===== config.mk =====
export PLATFORM = sky130hd
export DESIGN_NAME = timer_mc
export DESIGN_NICKNAME = d
export VERILOG_FILES = /design/src/rtl/timer_pkg.sv /design/src/rtl/timer_channel.sv /design/src/rtl/timer_mc.sv
export SDC_FILE = /design/constraint.sdc
export NUM_CORES = 1
export LEC_CHECK = 0
export BUFFER_PORTS_ARGS = -buffer_cell sky130_fd_sc_hd__buf_2
export CORE_AREA = 2 2 83 85
export CTS_CLUSTER_DIAMETER = 30
export CTS_CLUSTER_SIZE = 20
export DETAILED_ROUTE_END_ITERATION = 7
export DIE_AREA = 0 0 85 87
export PLACE_DENSITY = 0.78
export SYNTH_ARGS = -nofsm -noshare
export SYNTH_HDL_FRONTEND = slang
export SYNTH_SLANG_ARGS = --single-unit

===== constraint.sdc =====
create_clock -name clk_in -period 3.75 [get_ports clk_in]
set_input_delay 0.1875 -clock clk_in [delete_from_list [all_inputs] [get_ports clk_in]]
set_output_delay 0.1875 -clock clk_in [all_outputs]
set_load 0.01 [all_outputs]

===== src/rtl/timer_pkg.sv =====
// Shared definitions for the multi-channel timer: the channel state encoding,
// the prescaler counter sizing and the default port base address.
package timer_pkg;

  typedef enum logic {
    ST_IDLE = 1'b0,
    ST_RUN  = 1'b1
  } ch_state_e;

  localparam logic [7:0] ADDR_DEFAULT = 8'h00;

  // The largest divide is 2^(2^ps_w-1), so the prescaler needs 2^ps_w-1 bits.
  function automatic int ps_cnt_w(input int ps_w);
    return (ps_w < 1) ? 1 : ((1 << ps_w) - 1);
  endfunction

endpackage


===== src/rtl/timer_channel.sv =====
// One timer channel: IDLE/RUN FSM, 2^conf prescaler, up-counter and sticky interrupt.
// state   | meaning
// ST_IDLE | waiting for en & go; counter holds its last value
// ST_RUN  | prescaled ticks advance the counter toward rollover
module timer_channel
  import timer_pkg::*;
#(
  parameter int WIDTH = 16,
  parameter int PS_W  = 3
) (
  input  logic             clk_in,
  input  logic             rst,
  input  logic [PS_W-1:0]  prescaler_conf,
  input  logic [WIDTH-1:0] timer_conf,
  input  logic             en,
  input  logic             go,
  input  logic             auto_load,
  input  logic             ack,
  output logic             go_clear,
  output logic             tmr_int
`ifdef TIMER_READBACK_EN
  ,
  output logic [WIDTH-1:0] count
`endif
);

  localparam int PSC_W = ps_cnt_w(PS_W);

  ch_state_e        state, state_nxt;
  logic [WIDTH-1:0] cnt, cnt_nxt;
  logic [PSC_W-1:0] ps_cnt, ps_nxt, ps_max;
  logic             go_clear_nxt, int_nxt, tick, rollover;

  // The shift wraps to zero at the widest divide, so the subtraction yields all-ones.
  assign ps_max   = (PSC_W'(1) << prescaler_conf) - PSC_W'(1);
  assign tick     = (state == ST_RUN) && en && (ps_cnt == ps_max);
  assign rollover = tick && (cnt == '1);

  always_comb begin
    state_nxt    = state;
    cnt_nxt      = cnt;
    ps_nxt       = ps_cnt;
    go_clear_nxt = 1'b0;
    int_nxt      = rollover ? 1'b1 : (ack ? 1'b0 : tmr_int);
    case (state)
      ST_IDLE: begin
        if (en && go) begin
          state_nxt    = ST_RUN;
          cnt_nxt      = timer_conf;
          ps_nxt       = '0;
          go_clear_nxt = 1'b1;
        end
      end
      ST_RUN: begin
        if (!en) begin
          state_nxt = ST_IDLE;
        end else if (tick) begin
          ps_nxt = '0;
          if (rollover) begin
            if (auto_load) cnt_nxt = timer_conf;
            else           state_nxt = ST_IDLE;
          end else begin
            cnt_nxt = cnt + 1'b1;
          end
        end else begin
          ps_nxt = ps_cnt + 1'b1;
        end
      end
      default: state_nxt = ST_IDLE;
    endcase
  end

  always_ff @(posedge clk_in) begin
    if (rst) begin
      state    <= ST_IDLE;
      cnt      <= '0;
      ps_cnt   <= '0;
      go_clear <= 1'b0;
      tmr_int  <= 1'b0;
    end else begin
      state    <= state_nxt;
      cnt      <= cnt_nxt;
      ps_cnt   <= ps_nxt;
      go_clear <= go_clear_nxt;
      tmr_int  <= int_nxt;
    end
  end

`ifdef TIMER_READBACK_EN
  assign count = cnt;
`endif

endmodule


===== src/rtl/timer_mc.sv =====
// Multi-channel prescaled up-timer on the PicoBlaze port bus.
// Define TIMER_READBACK_EN to add the rdata counter-capture port.
module timer_mc
  import timer_pkg::*;
#(
  parameter int         NCH   = 2,
  parameter int         WIDTH = 16,
  parameter int         PS_W  = 3,
  parameter logic [7:0] ADDR  = ADDR_DEFAULT
) (
  input  logic                  clk_in,
  input  logic                  rst,
  input  logic [NCH*PS_W-1:0]   prescaler_conf,
  input  logic [NCH*WIDTH-1:0]  timer_conf,
  input  logic [NCH-1:0]        en,
  input  logic [NCH-1:0]        go,
  input  logic [NCH-1:0]        auto_load,
  input  logic [7:0]            address,
  input  logic                  ren,
  output logic [NCH-1:0]        go_clear,
  output logic [NCH-1:0]        tmr_int,
  output logic                  irq
`ifdef TIMER_READBACK_EN
  ,
  output logic [WIDTH-1:0]      rdata
`endif
);

  logic [NCH-1:0] ack;
`ifdef TIMER_READBACK_EN
  logic [WIDTH-1:0] cnt_arr [NCH];
`endif

  for (genvar i = 0; i < NCH; i++) begin : g_ch
    assign ack[i] = ren && (address == 8'(ADDR + i));

    timer_channel #(
      .WIDTH (WIDTH),
      .PS_W  (PS_W)
    ) u_ch (
      .clk_in         (clk_in),
      .rst            (rst),
      .prescaler_conf (prescaler_conf[i*PS_W +: PS_W]),
      .timer_conf     (timer_conf[i*WIDTH +: WIDTH]),
      .en             (en[i]),
      .go             (go[i]),
      .auto_load      (auto_load[i]),
      .ack            (ack[i]),
      .go_clear       (go_clear[i]),
      .tmr_int        (tmr_int[i])
`ifdef TIMER_READBACK_EN
      ,
      .count          (cnt_arr[i])
`endif
    );
  end

  always_ff @(posedge clk_in) begin
    if (rst) irq <= 1'b0;
    else     irq <= |tmr_int;
  end

`ifdef TIMER_READBACK_EN
  // At most one channel matches the address, so the last-match loop is a plain mux.
  always_ff @(posedge clk_in) begin
    if (rst) begin
      rdata <= '0;
    end else begin
      for (int i = 0; i < NCH; i++) begin
        if (ack[i]) rdata <= cnt_arr[i];
      end
    end
  end
`endif

endmodule

==> results.md, run 1 <==
* Reg2reg end: g_ch[0].u_ch.cnt[2]$_SDFFE_PP0P_
* Port bufs at 59
* Predominant post-synthesis flop cell: dfxtp_1
* Cell area after synthesis at 3566 µm²
* Antenna diode count at 0
* Netlist cell types at 68
* Hpwl dp at 6117 µm
* # DRC at 0
* Synth top area share at 0.2975
* Commonest non-fill, non-tap cell in the layout: buf_2
* CP Max Fanout at 13
* Grt met3 use at 0.03412
* R2R cell count at 8
* Most frequent cells in the layout: 59 x buf_2, 53 x dfxtp_1, 36 x nor2_1, 35 x nand2_1, 31 x nand3_1
* GRT met2 Usage at 0.3935
* Adder-Cell Fraction of Synth Area at 0.02105
* Largest family of logic cells by synthesized area: simple AND/OR/NAND/NOR gates
* Hold Path Sink: g_ch[0].u_ch.state$_SDFF_PP0_
* Hold_buf cts at 0
* Via count at 3467
* Register bit total from synthesis at 53
* Worst Hold Depth at 3
* # setup viols final at 0
* First-pass GRT wire length at 14580 µm
* RSZ-0062 raised after global routing: false
* Post-synthesis mux area share at 0.06667
* Reg2reg setup slack at 0.76 ns
* Synthesis warning total at 0
* Initial antenna violation count at 0
* Final TNS setup at 0 ns
* Root Driver: clkbuf_8
* Post-Syn Nets at 503
* Vias per cell at 6.093
* Crit Path Class: flip-flop to flip-flop
* Die Ht at 87 µm
* Resized cells post-CTS at 0
* Crit path capture type: flip-flop
* Synth area leaders: dfxtp_1 30%, mux2i_1 4.8%, nand3_1 4.4%, a21oi_1 3.9%, nor2_1 3.8%
* GPL Wtd Cong at 0.8436
* Full die area at 7395 µm²
* Pre-CTS setup slack at 0.6050 ns
* Post-synth ARST share at 0
* CTS tree: built
* Max IR drop VDD at 0.0001715 V
* Status: finished clean
* IO Pins at 60
* Clock Skews at 0.008445 ns
* Hold crit path type: primary input to flip-flop
* Crit Reg-Reg Startpoint: g_ch[0].u_ch.cnt[0]$_SDFFE_PP0P_
* Row count at 30
* Pwr Density at 290.2 nW/µm²
* Avg Cell Area, Syn at 8.068 µm²
* DR WL/cell at 14.91 µm
* Final period util at 0.7975
* Final WL at 8485 µm
* Layout cells sized above 1 at 0.1779
* Final hold violations at 0
* Clock-pin slew on the worst setup and hold paths at 0.10 ns
* LEAKAGE at 1.510 nW
* Slowest cell on crit path: nor4_1
* CP cell instances: ha_1 -> nand3_1 -> nor4_1 -> o2111a_1 -> nand4_1 -> and2_1 -> mux2_1 -> a32o_1
* Clk Latency, worst-skew pair at 0.31 ns
* Crit path required time at 3.96 ns
* H-tree depth at 2
* Min cycle time layout at 2.991 ns
* Worst Tran Pin Value at 0.8583 ns
* Chip width at 85 µm
* Sequential area share after synthesis at 0.2975
* Hold path start: auto_load[0]
* Postcts setup bufs at 0
* Final WS setup at 0.7592 ns
* Met1 Track Usage GR at 0.3189
* Fin. max-slew vios at 0
* Largest area contributor in the netlist: dfxtp_1
* Total internal power at 0.8118 mW
* Area Overhead vs Synth at 10.39%
* CTS max path bufs at 2
* Gr busiest metal: met2
* Core Area at 6569 µm²
* Synth Area in Simple Gates at 0.2825
* Post-route ant nets at 0
* CTS sink count at 53
* Vias in the first global route at 3305
* Post-Synth XOR/XNOR Area at 0.04175
* Largest stage delay, worst path at 0.59 ns
* Largest net degree at the start of global routing at 43
* GRT overflow at 0
* Clk pwr share at 0.278
* TritonCTS buffer count at 5
* Starting Density at 0.5429
* Fin nets at 549
* Critical Path AT at 3.20 ns
* Post-synth EDFFs at 0
* Gate Count Post-Synth at 442
* Fmax at 0.3344 GHz
* Max-Cap Viols at 0
* Switching Share at 0.2894
* Comb power frac at 0.182
* Initial drt markers at 194
* Rel. slew slack at 0.4278
* Startpoint Class: flip-flop
* Sw power at 0.3307 mW
* Share of power burned in registers at 0.540
* Compound-Gate Fraction of Synth Area at 0.2309
* Pre-antenna DRT Iters at 5
* Total global-route track usage at 0.2342
-- stage by stage --
| step | std cells | cell area, µm² | utilization | power (mW) | hold WS (ns) |
|---|---|---|---|---|---|
| global placement | 561 | 3854 | 0.5867 | 0.8277 | 0.4519 |
| detailed placement | 561 | 3854 | 0.5867 | 0.8341 | 0.4538 |
| global route | 569 | 3936 | 0.5992 | 1.201 | 0.1476 |
| floorplan | 442 | 3566 | - | 0.7717 | 0.2728 |
| CTS | 569 | 3936 | 0.5992 | 1.147 | 0.1340 |
| finish | 569 | 3936 | 0.5992 | 1.142 | 0.1468 |
-- metal layers --
layer | vias up | wire length, µm
met5 | - | 0
met4 | 0 | 58
met3 | 7 | 468
met2 | 115 | 4062
met1 | 1608 | 3896
li1 | 1737 | -
-- worst max-delay path by stage --
stage / endpoint / slack (ns) / startpoint / cells past startpoint
after detailed placement: g_ch[0].u_ch.cnt[6]$_SDFFE_PP0P_ / 0.60 / prescaler_conf[2] / 11
after global placement: g_ch[0].u_ch.cnt[6]$_SDFFE_PP0P_ / 0.73 / prescaler_conf[2] / 11
final: g_ch[0].u_ch.cnt[2]$_SDFFE_PP0P_ / 0.76 / g_ch[0].u_ch.cnt[0]$_SDFFE_PP0P_ / 8
after floorplan: g_ch[1].u_ch.cnt[9]$_SDFFE_PP0P_ / 0.98 / prescaler_conf[4] / 10
after CTS: g_ch[0].u_ch.cnt[2]$_SDFFE_PP0P_ / 0.79 / g_ch[0].u_ch.cnt[0]$_SDFFE_PP0P_ / 8
after global routing: g_ch[0].u_ch.cnt[6]$_SDFFE_PP0P_ / 0.58 / g_ch[0].u_ch.cnt[0]$_SDFFE_PP0P_ / 9
-- flip-flops by register name (all words and copies together) (netlist names) --
signal and cells:
g_ch.u_ch.ps_cnt 14, g_ch.u_ch.cnt 32, g_ch.u_ch.state 2, g_ch.u_ch.go_clear 2, irq 1, g_ch.u_ch.tmr_int 2
-- worst max-delay path: cells and delay by family, from the launching register on --
kind / cells / cell delay, ns
adder cells (fa/ha/maj): 1 / 0.22
AND/OR/NAND/NOR: 4 / 1.38
AO/OA/AOI/OAI: 2 / 0.48
multiplexers: 1 / 0.41
flip-flops: 1 / 0.41
-- kinds of logic after synthesis --
kind of cell	after synthesis
AO/OA/AOI/OAI	111
XOR/XNOR	17
adder cells (fa/ha/maj)	6
buffers and inverters	43
flip-flops	53
multiplexers	23
AND/OR/NAND/NOR	189
-- power by group through the flow --
stage / registers [mW] / logic, mW / clock network (mW)
2_1_floorplan: 0.621 / 0.151 / 0
3_3_place_gp: 0.628 / 0.200 / 0
3_5_place_dp: 0.629 / 0.205 / 0
4_1_cts: 0.616 / 0.206 / 0.325
5_1_grt: 0.622 / 0.230 / 0.349
6_report: 0.617 / 0.207 / 0.318
-- Yosys cell counts (4+ instances only) --
library cell,n
nor4_1,6
or3_1,11
buf_2,5
and3_1,10
nor3b_1,7
a21oi_1,28
nand4_1,6
nand2_1,35
clkbuf_1,10
nor2b_1,9
nor2_1,36
mux2i_1,17
nor3_1,11
o21ai_0,19
a311oi_1,5
mux2_1,5
a32o_1,7
nand3_1,31
dfxtp_1,53
buf_4,8
ha_1,6
xnor2_1,10
nand2b_1,4
inv_1,18
o32ai_1,9
xor2_1,7
-- final cells by class --
class                      count  area, µm²
clock inverter                 2      10.01
sequential                    53       1061
timing repair buffer          64      332.8
clock buffer                   6      72.57
tap                           80      100.1
inverter                      18      67.56
fill                         603       2633
multi-input combinational    346       2292
Note: power is estimated with default switching activity, not from simulation.
==> inputs of run 2 (changes only) <==
CORE_AREA = 2 2 87 89   (was 2 2 83 85)
DIE_AREA = 0 0 89 91   (was 0 0 85 87)
PLACE_DENSITY = 0.75   (was 0.78)
clock period = 2.53 ns   (was 3.75 ns; I/O delays follow)
==> run 2 against run 1 <==
  * Sequential cell count is the same
  * Final cell count grew 12%
  * Sequential share of layout area shrank 2.9 points
  * Highest routed layer unchanged
  * Worst setup slack lost 0.64 ns
==> results.md, run 2 (synthesized netlist as in run 1, its figures left out) <==
* Clk Latency, worst-skew pair at 0.31 ns
* Worst Tran Pin Value at 0.6285 ns
* Via count at 3657
* Hpwl dp at 6852 µm
* H-tree depth at 2
* Total global-route track usage at 0.2288
* Hold path start: timer_conf[15]
* Final WL at 9240 µm
* CP Max Fanout at 11
* Fin nets at 597
* Crit path capture type: flip-flop
* Row count at 31
* Status: finished clean
* # setup viols final at 0
* Crit Reg-Reg Startpoint: g_ch[1].u_ch.cnt[0]$_SDFFE_PP0P_
* Fmax at 0.4155 GHz
* Root Driver: clkbuf_8
* Final hold violations at 0
* CTS max path bufs at 2
* Vias per cell at 5.750
* Number of flip-flops in the largest register at 32
* Critical Path AT at 2.59 ns
* Commonest non-fill, non-tap cell in the layout: buf_2
* Biggest registers after layout: g_ch.u_ch.cnt x32, g_ch.u_ch.ps_cnt x14
* Starting Density at 0.4996
* Startpoint Class: primary input
* Full die area at 8099 µm²
* Total internal power at 1.256 mW
* Hold crit path type: primary input to flip-flop
* Clk pwr share at 0.275
* Initial drt markers at 169
* CP startpoint: prescaler_conf[4]
* GPL Wtd Cong at 0.9052
* CTS sink count at 53
* Crit Path Class: primary input to flip-flop
* Area Overhead vs Synth at 23.82%
* Min cycle time layout at 2.407 ns
* Multi-input gate area at 2381 µm²
* Clock-pin slew on the worst setup and hold paths at 0.10 ns
* Most frequent cells in the layout: 59 x buf_2, 53 x buf_4, 52 x dfxtp_1, 36 x nor2_1, 34 x nand2_1
* Fin. max-slew vios at 0
* Share of power burned in registers at 0.512
* Clock Skews at 0.005233 ns
* LEAKAGE at 1.756 nW
* # DRC at 0
* TritonCTS buffer count at 5
* Switching Share at 0.2939
* Layout cells sized above 1 at 0.2737
* First-pass GRT wire length at 15210 µm
* Largest net degree at the start of global routing at 25
* Core Area at 7137 µm²
* Vias in the first global route at 3492
* Initial antenna violation count at 0
* Sw power at 0.5227 mW
* Final period util at 0.9512
* IO Pins at 60
* DR WL/cell at 14.53 µm
* FF+latch area at 1062 µm²
* Postcts setup bufs at 0
* Chip width at 89 µm
* Comb power frac at 0.213
* Final hold slack at 0.07825 ns
* Pre-antenna DRT Iters at 5
* Pwr Density at 402.8 nW/µm²
* Rel. slew slack at 0.5772
* Die Ht at 91 µm
* Fillers at 653
* Max IR drop VDD at 0.0002777 V
* Overall power at 1.779 mW
* Post-route ant nets at 0
* Max-Cap Viols at 0
* GRT overflow at 0
* CTS tree: built
* Biggest register: g_ch.u_ch.cnt
* Port bufs at 59
* Crit path required time at 2.71 ns
* Antenna diode count at 0
run 2: layer usage:
layer | vias up | share of wire | global-route usage
li1 | 1835 | - | -
met1 | 1696 | 0.44 | 0.2993
met2 | 113 | 0.49 | 0.3800
met3 | 13 | 0.052 | 0.03273
met4 | 0 | 0.015 | 0.07960
met5 | - | 0 | 0
run 2: repair_timing:
action                                  in CTS  in global routing
gates resized for setup                      0                  9
hold buffers                                 0                  0
endpoints found under the hold margin        0                  0
endpoints found under the setup margin       0                 32
run 2: stage by stage:
step / cell area (µm²) / worst slack, ns / cells / setup TNS [ns] / util
floorplan: 3621 / -0.04751 / 442 / -0.04751 / -
global placement: 4288 / -0.1063 / 628 / -1.142 / 0.6008
CTS: 4375 / 0.005133 / 636 / 0 / 0.6131
finish: 4415 / 0.1234 / 636 / 0 / 0.6187
detailed placement: 4288 / -0.1831 / 628 / -2.448 / 0.6008
global route: 4415 / -0.01395 / 636 / -0.02330 / 0.6187
run 2: layout make-up:
cell class	count	area share
multi-input combinational	346	0.5392
sequential	53	0.2406
tap	99	0.02805
clock inverter	2	0.003400
clock buffer	6	0.01644
timing repair buffer	112	0.1570
inverter	18	0.01530
run 2: worst max-delay path, cell delays in order:
cell and delay, ns:
buf_2 0.12, or3_4 0.37, ha_4 0.19, or3b_1 0.35
a21oi_1 0.15, o21ai_0 0.13, a211o_4 0.38, o21ai_4 0.19
buf_4 0.23, mux2i_1 0.21, o221ai_1 0.13
run 2: path summary, 6_finish.rpt:
check                           slack, ns                                 to  cells past startpoint
worst max register to register       0.14   g_ch[1].u_ch.cnt[8]$_SDFFE_PP0P_                      9
worst min register to register       0.47  g_ch[1].u_ch.tmr_int$_SDFFE_PP0P_                      2
worst max-delay path                 0.12  g_ch[1].u_ch.cnt[13]$_SDFFE_PP0P_                     11
worst min-delay path                 0.08  g_ch[0].u_ch.cnt[15]$_SDFFE_PP0P_                      3
run 2: power groups by stage:
stage / sequential [mW] / combinational (mW) / clock (mW)
2_1_floorplan: 0.921 / 0.232 / 0
3_3_place_gp: 0.926 / 0.358 / 0
3_5_place_dp: 0.928 / 0.369 / 0
4_1_cts: 0.909 / 0.372 / 0.500
5_1_grt: 0.916 / 0.419 / 0.530
6_report: 0.910 / 0.379 / 0.490
